### src/rtl/n_b2_serial_comparator_pkg.sv
// Shared definitions for the serial N-bit base-2 comparator.
// Contents:
//   S_IDLE, S_RUN  - controller state encoding
//   clog2()        - ceiling log2, usable in constant expressions
//   cnt_width()    - slice counter width: clog2(steps), at least 1 bit
//   steps_of()     - number of K-bit slice cycles for an N-bit compare
package n_b2_serial_comparator_pkg;

    localparam logic [0:0] S_IDLE = 1'b0;
    localparam logic [0:0] S_RUN  = 1'b1;

    function automatic int clog2(input int v);
        int r;
        r = 0;
        for (int i = 0; i < 31; i++) begin
            if ((1 << i) < v) begin
                r = i + 1;
            end
        end
        return r;
    endfunction

    function automatic int steps_of(input int n, input int k);
        return n / k;
    endfunction

    // A one-step compare still needs a 1-bit counter to keep the
    // declared vector legal.
    function automatic int cnt_width(input int steps);
        return (clog2(steps) < 1) ? 1 : clog2(steps);
    endfunction

endpackage

### src/rtl/n_b2_serial_comparator_if.sv
// Request/response bundle of the serial comparator.
// Signals:
//   start, signed_mode, x, y           - request, driven by the master
//   ready, done, flag_eq/gr/lr         - status and result, driven by the slave
// Modports: master (requester side), slave (comparator side).
interface n_b2_serial_comparator_if #(
    parameter int N = 16
);
    logic         start;
    logic         signed_mode;
    logic [N-1:0] x;
    logic [N-1:0] y;
    logic         ready;
    logic         done;
    logic         flag_eq;
    logic         flag_gr;
    logic         flag_lr;

    modport master (
        output start, signed_mode, x, y,
        input  ready, done, flag_eq, flag_gr, flag_lr
    );

    modport slave (
        input  start, signed_mode, x, y,
        output ready, done, flag_eq, flag_gr, flag_lr
    );
endinterface

### src/rtl/n_b2_serial_comparator_subtractor_slice.sv
// K-bit combinational ripple-borrow subtractor: dk = xk - yk - bin.
// Ports:
//   xk, yk - K-bit minuend / subtrahend slice
//   bin    - borrow in from the previous (less significant) slice
//   dk     - K-bit difference
//   bout   - borrow out of the most significant bit
module nk_b2_subtractor_slice #(
    parameter int K = 4
) (
    input  logic [K-1:0] xk,
    input  logic [K-1:0] yk,
    input  logic         bin,
    output logic [K-1:0] dk,
    output logic         bout
);
    logic [K:0] b;

    assign b[0] = bin;

    generate
        for (genvar gi = 0; gi < K; gi++) begin : g_bit
            assign dk[gi]  = xk[gi] ^ yk[gi] ^ b[gi];
            // Borrow when x<y at this bit, or x==y and a borrow arrives.
            assign b[gi+1] = (~xk[gi] & yk[gi]) | (~(xk[gi] ^ yk[gi]) & b[gi]);
        end
    endgenerate

    assign bout = b[K];
endmodule

### src/rtl/n_b2_serial_comparator.sv
// Serial N-bit comparator: processes K bits per clock, LSB slice first,
// through a single K-bit subtractor slice with a registered borrow.
// Produces one-hot eq/gr/lr flags for unsigned or two's-complement operands.
// Ports:
//   clock - system clock (rising edge)
//   reset - synchronous active-high reset
//   bus   - slave side of n_b2_serial_comparator_if (start/ready/done,
//           operands, signed_mode, result flags)
module n_b2_serial_comparator
    import n_b2_serial_comparator_pkg::*;
#(
    parameter int N = 16,
    parameter int K = 4
) (
    input  logic                     clock,
    input  logic                     reset,
    n_b2_serial_comparator_if.slave  bus
);
    localparam int STEPS = steps_of(N, K);
    localparam int CW    = cnt_width(STEPS);
    localparam logic [CW-1:0] LAST = CW'(STEPS - 1);

    logic [0:0]   state_reg;
    logic [CW-1:0] cnt_reg;
    logic         borrow_reg;
    logic         zacc_reg;
    logic         signed_reg;
    logic         xm_reg;
    logic         ym_reg;
    logic [N-1:0] x_reg;
    logic [N-1:0] y_reg;
    logic         done_reg;
    logic         eq_reg;
    logic         gr_reg;
    logic         lr_reg;

    logic [K-1:0] dk;
    logic         bout;
    logic         zacc_next;
    logic         lt_next;

    // Operand registers shift right by K each step, so the current slice
    // always sits in the low K bits.
    nk_b2_subtractor_slice #(.K(K)) u_slice (
        .xk   (x_reg[K-1:0]),
        .yk   (y_reg[K-1:0]),
        .bin  (borrow_reg),
        .dk   (dk),
        .bout (bout)
    );

    assign zacc_next = zacc_reg & (dk == '0);
    // Signed compare: the final borrow is the unsigned result; differing
    // sign bits invert it.
    assign lt_next   = signed_reg ? (bout ^ xm_reg ^ ym_reg) : bout;

    always_ff @(posedge clock) begin
        if (reset) begin
            state_reg  <= S_IDLE;
            cnt_reg    <= '0;
            borrow_reg <= 1'b0;
            zacc_reg   <= 1'b1;
            signed_reg <= 1'b0;
            xm_reg     <= 1'b0;
            ym_reg     <= 1'b0;
            x_reg      <= '0;
            y_reg      <= '0;
            done_reg   <= 1'b0;
            eq_reg     <= 1'b0;
            gr_reg     <= 1'b0;
            lr_reg     <= 1'b0;
        end else begin
            done_reg <= 1'b0;
            case (state_reg)
                S_IDLE: begin
                    if (bus.start) begin
                        x_reg      <= bus.x;
                        y_reg      <= bus.y;
                        xm_reg     <= bus.x[N-1];
                        ym_reg     <= bus.y[N-1];
                        signed_reg <= bus.signed_mode;
                        borrow_reg <= 1'b0;
                        zacc_reg   <= 1'b1;
                        cnt_reg    <= '0;
                        state_reg  <= S_RUN;
                    end
                end
                default: begin
                    borrow_reg <= bout;
                    zacc_reg   <= zacc_next;
                    cnt_reg    <= cnt_reg + CW'(1);
                    x_reg      <= x_reg >> K;
                    y_reg      <= y_reg >> K;
                    if (cnt_reg == LAST) begin
                        eq_reg    <= zacc_next;
                        gr_reg    <= ~lt_next & ~zacc_next;
                        lr_reg    <= lt_next & ~zacc_next;
                        done_reg  <= 1'b1;
                        state_reg <= S_IDLE;
                    end
                end
            endcase
        end
    end

    assign bus.ready   = (state_reg == S_IDLE);
    assign bus.done    = done_reg;
    assign bus.flag_eq = eq_reg;
    assign bus.flag_gr = gr_reg;
    assign bus.flag_lr = lr_reg;
endmodule

### src/flat_wrapper.sv
// flat-port wrapper written by rule: the top's interface ports become plain ports
module n_b2_serial_comparator_flat import n_b2_serial_comparator_pkg::*;
#(
    parameter int N = 16,
    parameter int K = 4
)
  (clock, reset, bus_start, bus_signed_mode, bus_x, bus_y, bus_ready, bus_done, bus_flag_eq, bus_flag_gr, bus_flag_lr);
  n_b2_serial_comparator_if #(.N(N)) bus_i ();
  input  logic clock;
  input  logic reset;
  input wire logic [$bits(bus_i.start)-1:0] bus_start;
  input wire logic [$bits(bus_i.signed_mode)-1:0] bus_signed_mode;
  input wire logic [$bits(bus_i.x)-1:0] bus_x;
  input wire logic [$bits(bus_i.y)-1:0] bus_y;
  output wire logic [$bits(bus_i.ready)-1:0] bus_ready;
  output wire logic [$bits(bus_i.done)-1:0] bus_done;
  output wire logic [$bits(bus_i.flag_eq)-1:0] bus_flag_eq;
  output wire logic [$bits(bus_i.flag_gr)-1:0] bus_flag_gr;
  output wire logic [$bits(bus_i.flag_lr)-1:0] bus_flag_lr;
  assign bus_i.start = bus_start;
  assign bus_i.signed_mode = bus_signed_mode;
  assign bus_i.x = bus_x;
  assign bus_i.y = bus_y;
  assign bus_ready = bus_i.ready;
  assign bus_done = bus_i.done;
  assign bus_flag_eq = bus_i.flag_eq;
  assign bus_flag_gr = bus_i.flag_gr;
  assign bus_flag_lr = bus_i.flag_lr;
  n_b2_serial_comparator #(.N(N), .K(K)) u_core (.clock(clock), .reset(reset), .bus(bus_i));
endmodule
### config.mk
export PLATFORM = sky130hd
export DESIGN_NAME = n_b2_serial_comparator_flat
export DESIGN_NICKNAME = d
export VERILOG_FILES = /design/src/rtl/n_b2_serial_comparator_pkg.sv /design/src/rtl/n_b2_serial_comparator_if.sv /design/src/rtl/n_b2_serial_comparator_subtractor_slice.sv /design/src/rtl/n_b2_serial_comparator.sv /design/src/flat_wrapper.sv
export SDC_FILE = /design/constraint.sdc
export NUM_CORES = 1
export LEC_CHECK = 0
export ABC_CLOCK_PERIOD_IN_PS = 2920
export BUFFER_PORTS_ARGS = -buffer_cell sky130_fd_sc_hd__buf_2
export CAP_MARGIN = 15
export CORE_AREA = 5 5 50 96
export DETAILED_ROUTE_END_ITERATION = 8
export DIE_AREA = 0 0 55 101
export MAX_ROUTING_LAYER = met4
export PLACE_DENSITY = 0.71
export SLEW_MARGIN = 20
export SYNTH_ARGS = -nofsm -noshare
export SYNTH_HDL_FRONTEND = slang
export SYNTH_SLANG_ARGS = --single-unit
export TNS_END_PERCENT = 50
### constraint.sdc
create_clock -name clock -period 2.92 [get_ports clock]
set_clock_uncertainty 0.05 [all_clocks]
set_input_delay 0.292 -clock clock [delete_from_list [all_inputs] [get_ports clock]]
set_output_delay 0.292 -clock clock [all_outputs]
set_load 0.1 [all_outputs]
# Yosys cells after proc, flatten, opt, wreduce, memory -nomap -nowiden

Cells that the tools add are included.

Flip-flop bits (word level): 44
Bits of input ports: 36

Add/sub/neg operators: 1
Eq/ne operators: 1
Mux-type cells: 15
Bitwise gates (word level): 36
Reduce and logical (&&, ||, !) cells: 6

Operators by type and width:

| operator              | number |
|---|---|
| $mux W12              | 4 |
| $and A1 B1 Y1         | 11 |
| $not A1 Y1            | 11 |
| $xor A1 B1 Y1         | 10 |
| $mux W1               | 9 |
| $logic_not A4 Y1      | 1 |
| $mux W2               | 2 |
| $or A1 B1 Y1          | 4 |
| $reduce_and A2 Y1     | 2 |
| $reduce_or A2 Y1      | 2 |
| $add A2 B1 Y2 const B | 1 |
| $eq A2 B2 Y1 const B  | 1 |
| $reduce_bool A2 Y1    | 1 |

# Logic depth before layout (Yosys ltp)

Gate-level depths: netlist (run 1).

Word-level depth: 15
Depth in mapped cells: 9
Depth with buffers taken out: 9

# Hierarchy

Synthesis (run 1) repeated with hierarchy kept, for this count alone.

Cells, all modules: 225
Area, all modules: 1,971.9 µm²

Modules (own cells, without submodules):

| module                 | instances | cells an instance | area each (µm²) | seq. area each (µm²) |
|---|---|---|---|---|
| n_b2_serial_comparator | 1         | 211               | 1,854.3         | 880.8 |
| nk_b2_subtractor_slice | 1         | 14                | 117.6           | 0.0 |

# Worst setup path before layout (run 1)

No wires, ideal clock.

Path type: reg-to-reg
From: reg u_core.y_reg[0]
To: reg u_core.zacc_reg
Library setup time: 0.127 ns
Arrival: 2.294 ns
Required time: 2.743 ns
Path slack: 0.449 ns
Cell stages (with the launch flop): 9
Clock period less this slack: 2.471 ns
Cell sequence: dfxtp_1 > inv_1 > fa_1 > inv_1 > fa_1 > fa_1 > fa_1 > and4bb_2 > or3_1

Word-level cells in the longest chain between the ends: 12
Elaborated cells on any way between the ends: 16
Classes of those cells: mux: 1; bitwise: 14; reduce/logical: 1

Ends and longest elaborated chain:

| what                     | RTL line                                                                                     | RTL |
|---|---|---|
| start: declaration       | n_b2_serial_comparator.sv:31                                                                 | `logic [N-1:0] y_reg;` |
| start signal: assignment | n_b2_serial_comparator.sv:78                                                                 | `y_reg <= bus.y;` |
| start signal: assignment | n_b2_serial_comparator.sv:93                                                                 | `y_reg <= y_reg >> K;` |
| $xor A1 B1 Y1            | n_b2_serial_comparator_subtractor_slice.sv:22, n_b2_serial_comparator_subtractor_slice.sv:24 |  |
| $not A1 Y1               | n_b2_serial_comparator_subtractor_slice.sv:24                                                | `assign b[gi+1] = (~xk[gi] & yk[gi]) \| (~(xk[gi] ^ yk[gi]) & b[gi]);` |
| $and A1 B1 Y1            | n_b2_serial_comparator_subtractor_slice.sv:24                                                |  |
| $or A1 B1 Y1             | n_b2_serial_comparator_subtractor_slice.sv:24                                                |  |
| $and A1 B1 Y1            | n_b2_serial_comparator_subtractor_slice.sv:24                                                |  |
| $or A1 B1 Y1             | n_b2_serial_comparator_subtractor_slice.sv:24                                                |  |
| $and A1 B1 Y1            | n_b2_serial_comparator_subtractor_slice.sv:24                                                |  |
| $or A1 B1 Y1             | n_b2_serial_comparator_subtractor_slice.sv:24                                                |  |
| $xor A1 B1 Y1            | n_b2_serial_comparator_subtractor_slice.sv:22                                                | `assign dk[gi] = xk[gi] ^ yk[gi] ^ b[gi];` |
| $logic_not A4 Y1 *       | n_b2_serial_comparator.sv:52                                                                 | `assign zacc_next = zacc_reg & (dk == '0);` |
| $and A1 B1 Y1 *          | n_b2_serial_comparator.sv:52                                                                 |  |
| $mux W1 *                | n_b2_serial_comparator.sv:74                                                                 | `case (state_reg)` |
| end signal: assignment   | n_b2_serial_comparator.sv:90                                                                 | `zacc_reg <= zacc_next;` |
| end: declaration         | n_b2_serial_comparator.sv:26                                                                 | `logic zacc_reg;` |

Every way passes the cells marked *; elsewhere a longest branch is shown, timed or not.
A chain may end at the register's enable or synchronous reset.

# Worst setup path in the final report (run 1)

From: reg u_core.x_reg[0]
To: reg u_core.zacc_reg

Word-level cells in the longest chain between the ends: 12
Elaborated cells on any way between the ends: 17
Classes of those cells: mux: 1; bitwise: 15; reduce/logical: 1

Ends and longest elaborated chain:

| what                     | RTL line                                                                                     | RTL |
|---|---|---|
| start: declaration       | n_b2_serial_comparator.sv:30                                                                 | `logic [N-1:0] x_reg;` |
| start signal: assignment | n_b2_serial_comparator.sv:77                                                                 | `x_reg <= bus.x;` |
| start signal: assignment | n_b2_serial_comparator.sv:92                                                                 | `x_reg <= x_reg >> K;` |
| $xor A1 B1 Y1            | n_b2_serial_comparator_subtractor_slice.sv:22, n_b2_serial_comparator_subtractor_slice.sv:24 |  |
| $not A1 Y1               | n_b2_serial_comparator_subtractor_slice.sv:24                                                |  |
| $and A1 B1 Y1            | n_b2_serial_comparator_subtractor_slice.sv:24                                                |  |
| $or A1 B1 Y1             | n_b2_serial_comparator_subtractor_slice.sv:24                                                |  |
| $and A1 B1 Y1            | n_b2_serial_comparator_subtractor_slice.sv:24                                                |  |
| $or A1 B1 Y1             | n_b2_serial_comparator_subtractor_slice.sv:24                                                |  |
| $and A1 B1 Y1            | n_b2_serial_comparator_subtractor_slice.sv:24                                                |  |
| $or A1 B1 Y1             | n_b2_serial_comparator_subtractor_slice.sv:24                                                |  |
| $xor A1 B1 Y1            | n_b2_serial_comparator_subtractor_slice.sv:22                                                |  |
| $logic_not A4 Y1 *       | n_b2_serial_comparator.sv:52                                                                 |  |
| $and A1 B1 Y1 *          | n_b2_serial_comparator.sv:52                                                                 |  |
| $mux W1 *                | n_b2_serial_comparator.sv:74                                                                 |  |

Marks and branches as above.

==> results of run 1 <==
==> metal layers <==
layer | global-route usage | wire length, um | vias to the layer above
li1 | - | - | 787
met4 | 0.0693 | 103 | 0
met3 | 0.0326 | 193 | 7
met2 | 0.272 | 2090 | 36
met5 | - | 0 | -
met1 | 0.163 | 1540 | 701
==> cell families after synthesis <==
logic type      after synthesis
mux                          36
simple gates                 80
flops                        44
compound gates               29
fa+ha+maj                     5
xor+xnor                      2
buf+inv                      22
==> path summary, 6_finish.rpt <==
kind / end / cells after the start / from
max: u_core.zacc_reg / 7 / u_core.x_reg[0]
min: u_core.x_reg[13] / 3 / bus_x[13]
max reg2reg: u_core.zacc_reg / 7 / u_core.x_reg[0]
min reg2reg: u_core.bus.flag_eq / 2 / u_core.bus.flag_eq
==> synthesized netlist by cell type (2+ instances only) <==
cell type	n
nor3_1	2
nand2_1	5
mux2i_1	36
buf_4	2
nor2_1	66
inv_1	8
clkbuf_1	4
buf_6	2
nand3_1	2
xor2_1	2
buf_2	5
dfxtp_1	44
a21oi_1	27
fa_1	4
nor3b_1	2
==> power breakdown <==
part | total [mW] | switching [mW] | internal (mW)
Combinational | 0.183 | 0.0991 | 0.0834
Clock | 0.388 | 0.196 | 0.192
Sequential | 0.661 | 0.0279 | 0.633
Total | 1.23 | 0.323 | 0.909
==> layout make-up <==
class | count | share of cell area
clock inverters | 1 | 0.00333
inverters | 8 | 0.0133
repair buffers | 43 | 0.0988
well taps | 52 | 0.0289
flip-flops and latches | 44 | 0.391
clock buffers | 7 | 0.0383
multi-input cells | 152 | 0.426
==> worst register-to-register path, cell delays in order, from the launching register on <==
cell      delay [ns]
dfxtp_1         0.37
fa_1            0.18
inv_1           0.05
fa_1            0.37
fa_1            0.39
fa_1            0.44
and4bb_2        0.28
or3_1           0.35
==> stage by stage <==
stage	total power, mW	utilization	instance area, sq um	hold slack, ns
4_1_cts	1.25	0.563	2250	0.178
6_report	1.23	0.563	2250	0.177
2_1_floorplan	0.807	-	1950	0.389
3_3_place_gp	0.849	0.539	2160	0.412
5_1_grt	1.30	0.563	2250	0.197
3_5_place_dp	0.858	0.539	2160	0.407
==> flow_summary_export.csv, run 1 <==
group,metric,value,unit
status,status,"completed",
route,first_iter_violations,35,
clocking,cts-root-buf,"clkbuf_8",
timing,hold_violations,0,
timing,period_needed,2.59,ns
critical_path,cp_top_family,"adder cells",
route,drt-vias-per-instance,4.99,
route,detail_route.wl_per_cell,12.8,um
timing,setup_violations,0,
critical_path,r2r_slack,0.33,ns
clocking,insertion_delay,0.29,ns
floorplanning,start_util,0.487,
cells_and_area,syn_to_final_growth,15.4,%
critical_path,critPathCaptureType,"flip-flop",
synthesis,synth_area_leaders,"dfxtp_1 (45%), mux2i_1 (18%), nor2_1 (13%)",
synthesis,syn_area_per_cell,8.95,sq um
clocking,cts_hold_buf,0,
clocking,clockBufferDepth,2,
cells_and_area,layout-drive-gt1-share,0.208,
floorplanning,die_area,0.00556,sq mm
global_routing,grt_pass1_wl,6.30,mm
timing,worst_slack,0.325,ns
synthesis,synthDistinctLibCells,22,
clocking,clock_sinks,44,
synthesis,async_flop_share,0,
placed_design,place_congestion,0.787,
timing,fmax,0.385,GHz
clocking,numCtsBuffers,5,
clocking,cts_setup_buffers,0,
placed_design,dp_cells,299,
critical_path,cp_max_fo,4,
route,first_pass_iters,4,
cells_and_area,finalNonFillerCells,307,
synthesis,synth_top_area_share,0.451,
synthesis,synthAdderAreaFrac,0.0474,
synthesis,synth-simple-area-share,0.168,
synthesis,synth-seq-cells,44,
timing,rsz0062_at_grt,"false",
hold_path,hold_class,"in -> reg",
synthesis,seq_area_frac_synth,0.451,
floorplanning,die_w,55,um
route,remaining_drc_errors,0,
cells_and_area,multi_input_area,960,sq um
timing,worst-slew-pin-transition,0.679,ns
global_routing,grt_max_degree,40,
synthesis,post-synth-top-area-cell,"dfxtp_1",
cells_and_area,nets,295,
floorplanning,rows,33,
critical_path,arrival,2.72,ns
placed_design,dp_hpwl,2.87,mm
synthesis,synth_flop_cell,"dfxtp_1",
synthesis,synth_compound_area_frac,0.0827,
power,ir_worst_vdd,0.520,mV
critical_path,crit_top_cell,"fa_1",
clocking,h-tree-depth,2,
synthesis,ys_warn_count,0,
critical_path,cp_slowest_cell,"fa_1",
synthesis,syn_nets,259,
placed_design,io_buffers,40,
route,vias,1531,
timing,slew_headroom,0.547,
synthesis,synth_xor_area_frac,0.00897,
timing,period_share,0.889,
placed_design,dp_slack,0.312,ns
route,ant_nets,0,
critical_path,cp.buffers_inverters,1,
run,max-cap-violations,0,
critical_path,path_cells,"fa_1 > inv_1 > fa_1 > fa_1 > fa_1 > and4bb_2 > or3_1",
route,routed_wl,3.93,mm
cells_and_area,final-seq-area,882,sq um
synthesis,netlist_instances,218,
clocking,cts_tree,"built",
critical_path,cp.required,3.05,ns
floorplanning,placeableCoreArea,0.00401,sq mm
floorplanning,ioPinCount,41,
synthesis,synth_edf_count,0,
synthesis,muxShareOfSynthArea,0.185,
critical_path,slowest_delay,0.44,ns
cells_and_area,antennaDiodeCount,0,
synthesis,syn_area,0.00195,sq mm
timing,tns,0,ns
critical_path,setup.worst_path.class,"reg -> reg",
synthesis,synth_top_family_by_area,"multiplexers",
global_routing,antenna_found_initial,0,
global_routing,track_usage,0.158,
cells_and_area,nFillCells,394,
cells_and_area,final_common_cell,"nor2_1",
cells_and_area,mostFrequentLayoutCells,"nor2_1 (66), dfxtp_1 (43), buf_2 (40)",
floorplanning,die_h,101,um
clocking,clk_pin_slew,0.08,ns
timing,drv_slew,0,
global_routing,grt_pass1_vias,1495,
critical_path,worst_setup_path_start_kind,"flip-flop",
power,p_leak,1.06,nW
global_routing,overflow,0,
power,power_density,546,mW/mm^2
clocking,cts_resized,0,
Note: power is estimated with default switching activity, not from simulation.
==> inputs of run 2 (changes only) <==
--- a/config.mk
+++ b/config.mk
@@ -7,3 +7,3 @@
 export LEC_CHECK = 0
-export ABC_CLOCK_PERIOD_IN_PS = 2920
+export ABC_CLOCK_PERIOD_IN_PS = 2600
 export BUFFER_PORTS_ARGS = -buffer_cell sky130_fd_sc_hd__buf_2
@@ -11,2 +11,3 @@
 export CORE_AREA = 5 5 50 96
+export CTS_CLUSTER_DIAMETER = 150
 export DETAILED_ROUTE_END_ITERATION = 8
==> constraint.sdc (replaced) <==
create_clock -name clock -period 2.6 [get_ports clock]
set_clock_uncertainty 0.05 [all_clocks]
set_input_delay 0.26 -clock clock [delete_from_list [all_inputs] [get_ports clock]]
set_output_delay 0.26 -clock clock [all_outputs]
set_load 0.01 [all_outputs]
==> flow_summary_export.csv, run 2 (synthesis gave the netlist of run 1 again) <==
group,metric,value,unit
route,drt-vias-per-instance,4.97,
clocking,clock_sinks,44,
status,status,"completed",
timing,slew_headroom,0.548,
run,max-cap-violations,0,
global_routing,antenna_found_initial,0,
route,remaining_drc_errors,0,
power,p_switching,0.353,mW
timing,rsz0062_at_grt,"false",
critical_path,worst_setup_path_start_kind,"flip-flop",
route,ant_nets,0,
timing,fmax,0.402,GHz
cells_and_area,syn_to_final_growth,16.0,%
critical_path,arrival,2.63,ns
placed_design,io_buffers,40,
critical_path,cp_max_fo,4,
timing,period_share,0.956,
clocking,cts-root-buf,"clkbuf_8",
route,routed_wl,3.98,mm
power,power_density,606,mW/mm^2
power,p_clk_frac,0.314,
timing,drv_slew,0,
clocking,cts_tree,"built",
timing,tns,0,ns
global_routing,grt_pass1_vias,1501,
route,detail_route.wl_per_cell,13.0,um
floorplanning,die_w,55,um
critical_path,cp.required,2.74,ns
floorplanning,placeableCoreArea,0.00401,sq mm
placed_design,dp_slack,0.000863,ns
placed_design,dp_cells,298,
clocking,insertion_delay,0.29,ns
timing,period_needed,2.48,ns
global_routing,track_usage,0.167,
floorplanning,rows,33,
global_routing,grt_max_degree,40,
floorplanning,die_area,0.00556,sq mm
global_routing,grt_pass1_wl,6.56,mm
placed_design,dp_hpwl,2.89,mm
floorplanning,start_util,0.487,
clocking,numCtsBuffers,5,
critical_path,setup.worst_path.class,"reg -> reg",
timing,setup_violations,0,
route,vias,1520,
route,first_pass_iters,4,
cells_and_area,nets,294,
clocking,clockBufferDepth,2,
cells_and_area,antennaDiodeCount,0,
power,p_int,1.02,mW
clocking,cts_setup_buffers,0,
timing,hold_violations,0,
power,p_comb_frac,0.145,
cells_and_area,final_common_cell,"nor2_1",
placed_design,place_congestion,0.774,
cells_and_area,layout-drive-gt1-share,0.224,
power,ir_worst_vdd,0.668,mV
route,first_iter_violations,26,
power,seqPwrFrac,0.541,
floorplanning,die_h,101,um
clocking,h-tree-depth,2,
power,p_leak,1.06,nW
floorplanning,ioPinCount,41,
hold_path,hold_class,"in -> reg",
cells_and_area,finalNonFillerCells,306,
timing,worst-slew-pin-transition,0.678,ns
power,p_sw_frac,0.257,
cells_and_area,mostFrequentLayoutCells,"nor2_1 (66), dfxtp_1 (42), buf_2 (40)",
timing,worst_slack,0.115,ns
clocking,clk_pin_slew,0.08,ns
global_routing,overflow,0,
critical_path,critPathCaptureType,"flip-flop",
[run 2: repair_timing]
action                     4_1_cts  5_1_grt
hold buffers                     0        0
pin swaps                        0        0
setup endpoints to repair        1        4
gates cloned                     0        0
gates resized for setup          1        3
[run 2: power groups by stage]
stage,registers (mW),clock network [mW],logic [mW]
4_1_cts,0.742,0.449,0.200
3_5_place_dp,0.758,0,0.198
3_3_place_gp,0.757,0,0.190
2_1_floorplan,0.742,0,0.156
6_report,0.742,0.430,0.199
5_1_grt,0.749,0.480,0.226
[run 2: path summary, 6_finish.rpt]
check | slack [ns] | startpoint | cells past startpoint | to
worst max-delay path | 0.12 | u_core.borrow_reg | 9 | u_core.bus.flag_gr
worst min register to register | 0.42 | u_core.bus.flag_eq | 2 | u_core.bus.flag_eq
worst min-delay path | 0.15 | bus_x[14] | 3 | u_core.x_reg[14]
worst max register to register | 0.12 | u_core.borrow_reg | 9 | u_core.bus.flag_gr
[run 2: stage by stage]
step	instance area [sq um]	utilization	power [mW]	hold WS (ns)
floorplan	1950	-	0.898	0.357
global placement	2160	0.540	0.946	0.412
detailed placement	2160	0.540	0.956	0.412
CTS	2260	0.564	1.39	0.142
global route	2260	0.565	1.46	0.152
finish	2260	0.565	1.37	0.151
[run 2: final cells by class]
class / instances / area (sq um)
Clock buffer: 6 / 82.6
Timing Repair Buffer: 42 / 228
Inverter: 8 / 30.0
Clock inverter: 2 / 10.0
Sequential cell: 44 / 883
Multi-Input combinational cell: 152 / 965
Fill cell: 384 / 1740
Tap cell: 52 / 65.1
[run 2: worst max-delay path, stage by stage (launching register included)]
cell,delay (ns)
dfxtp_1,0.30
inv_1,0.07
fa_1,0.17
inv_1,0.05
fa_2,0.34
fa_2,0.34
fa_1,0.48
and4bb_2,0.28
nor3_1,0.06
a32o_1,0.24
[run 2: layer usage]
layer | wire length (um) | global-route usage
met5 | 0 | -
met1 | 1530 | 0.184
met4 | 97 | 0.0861
met2 | 2150 | 0.267
met3 | 212 | 0.0385
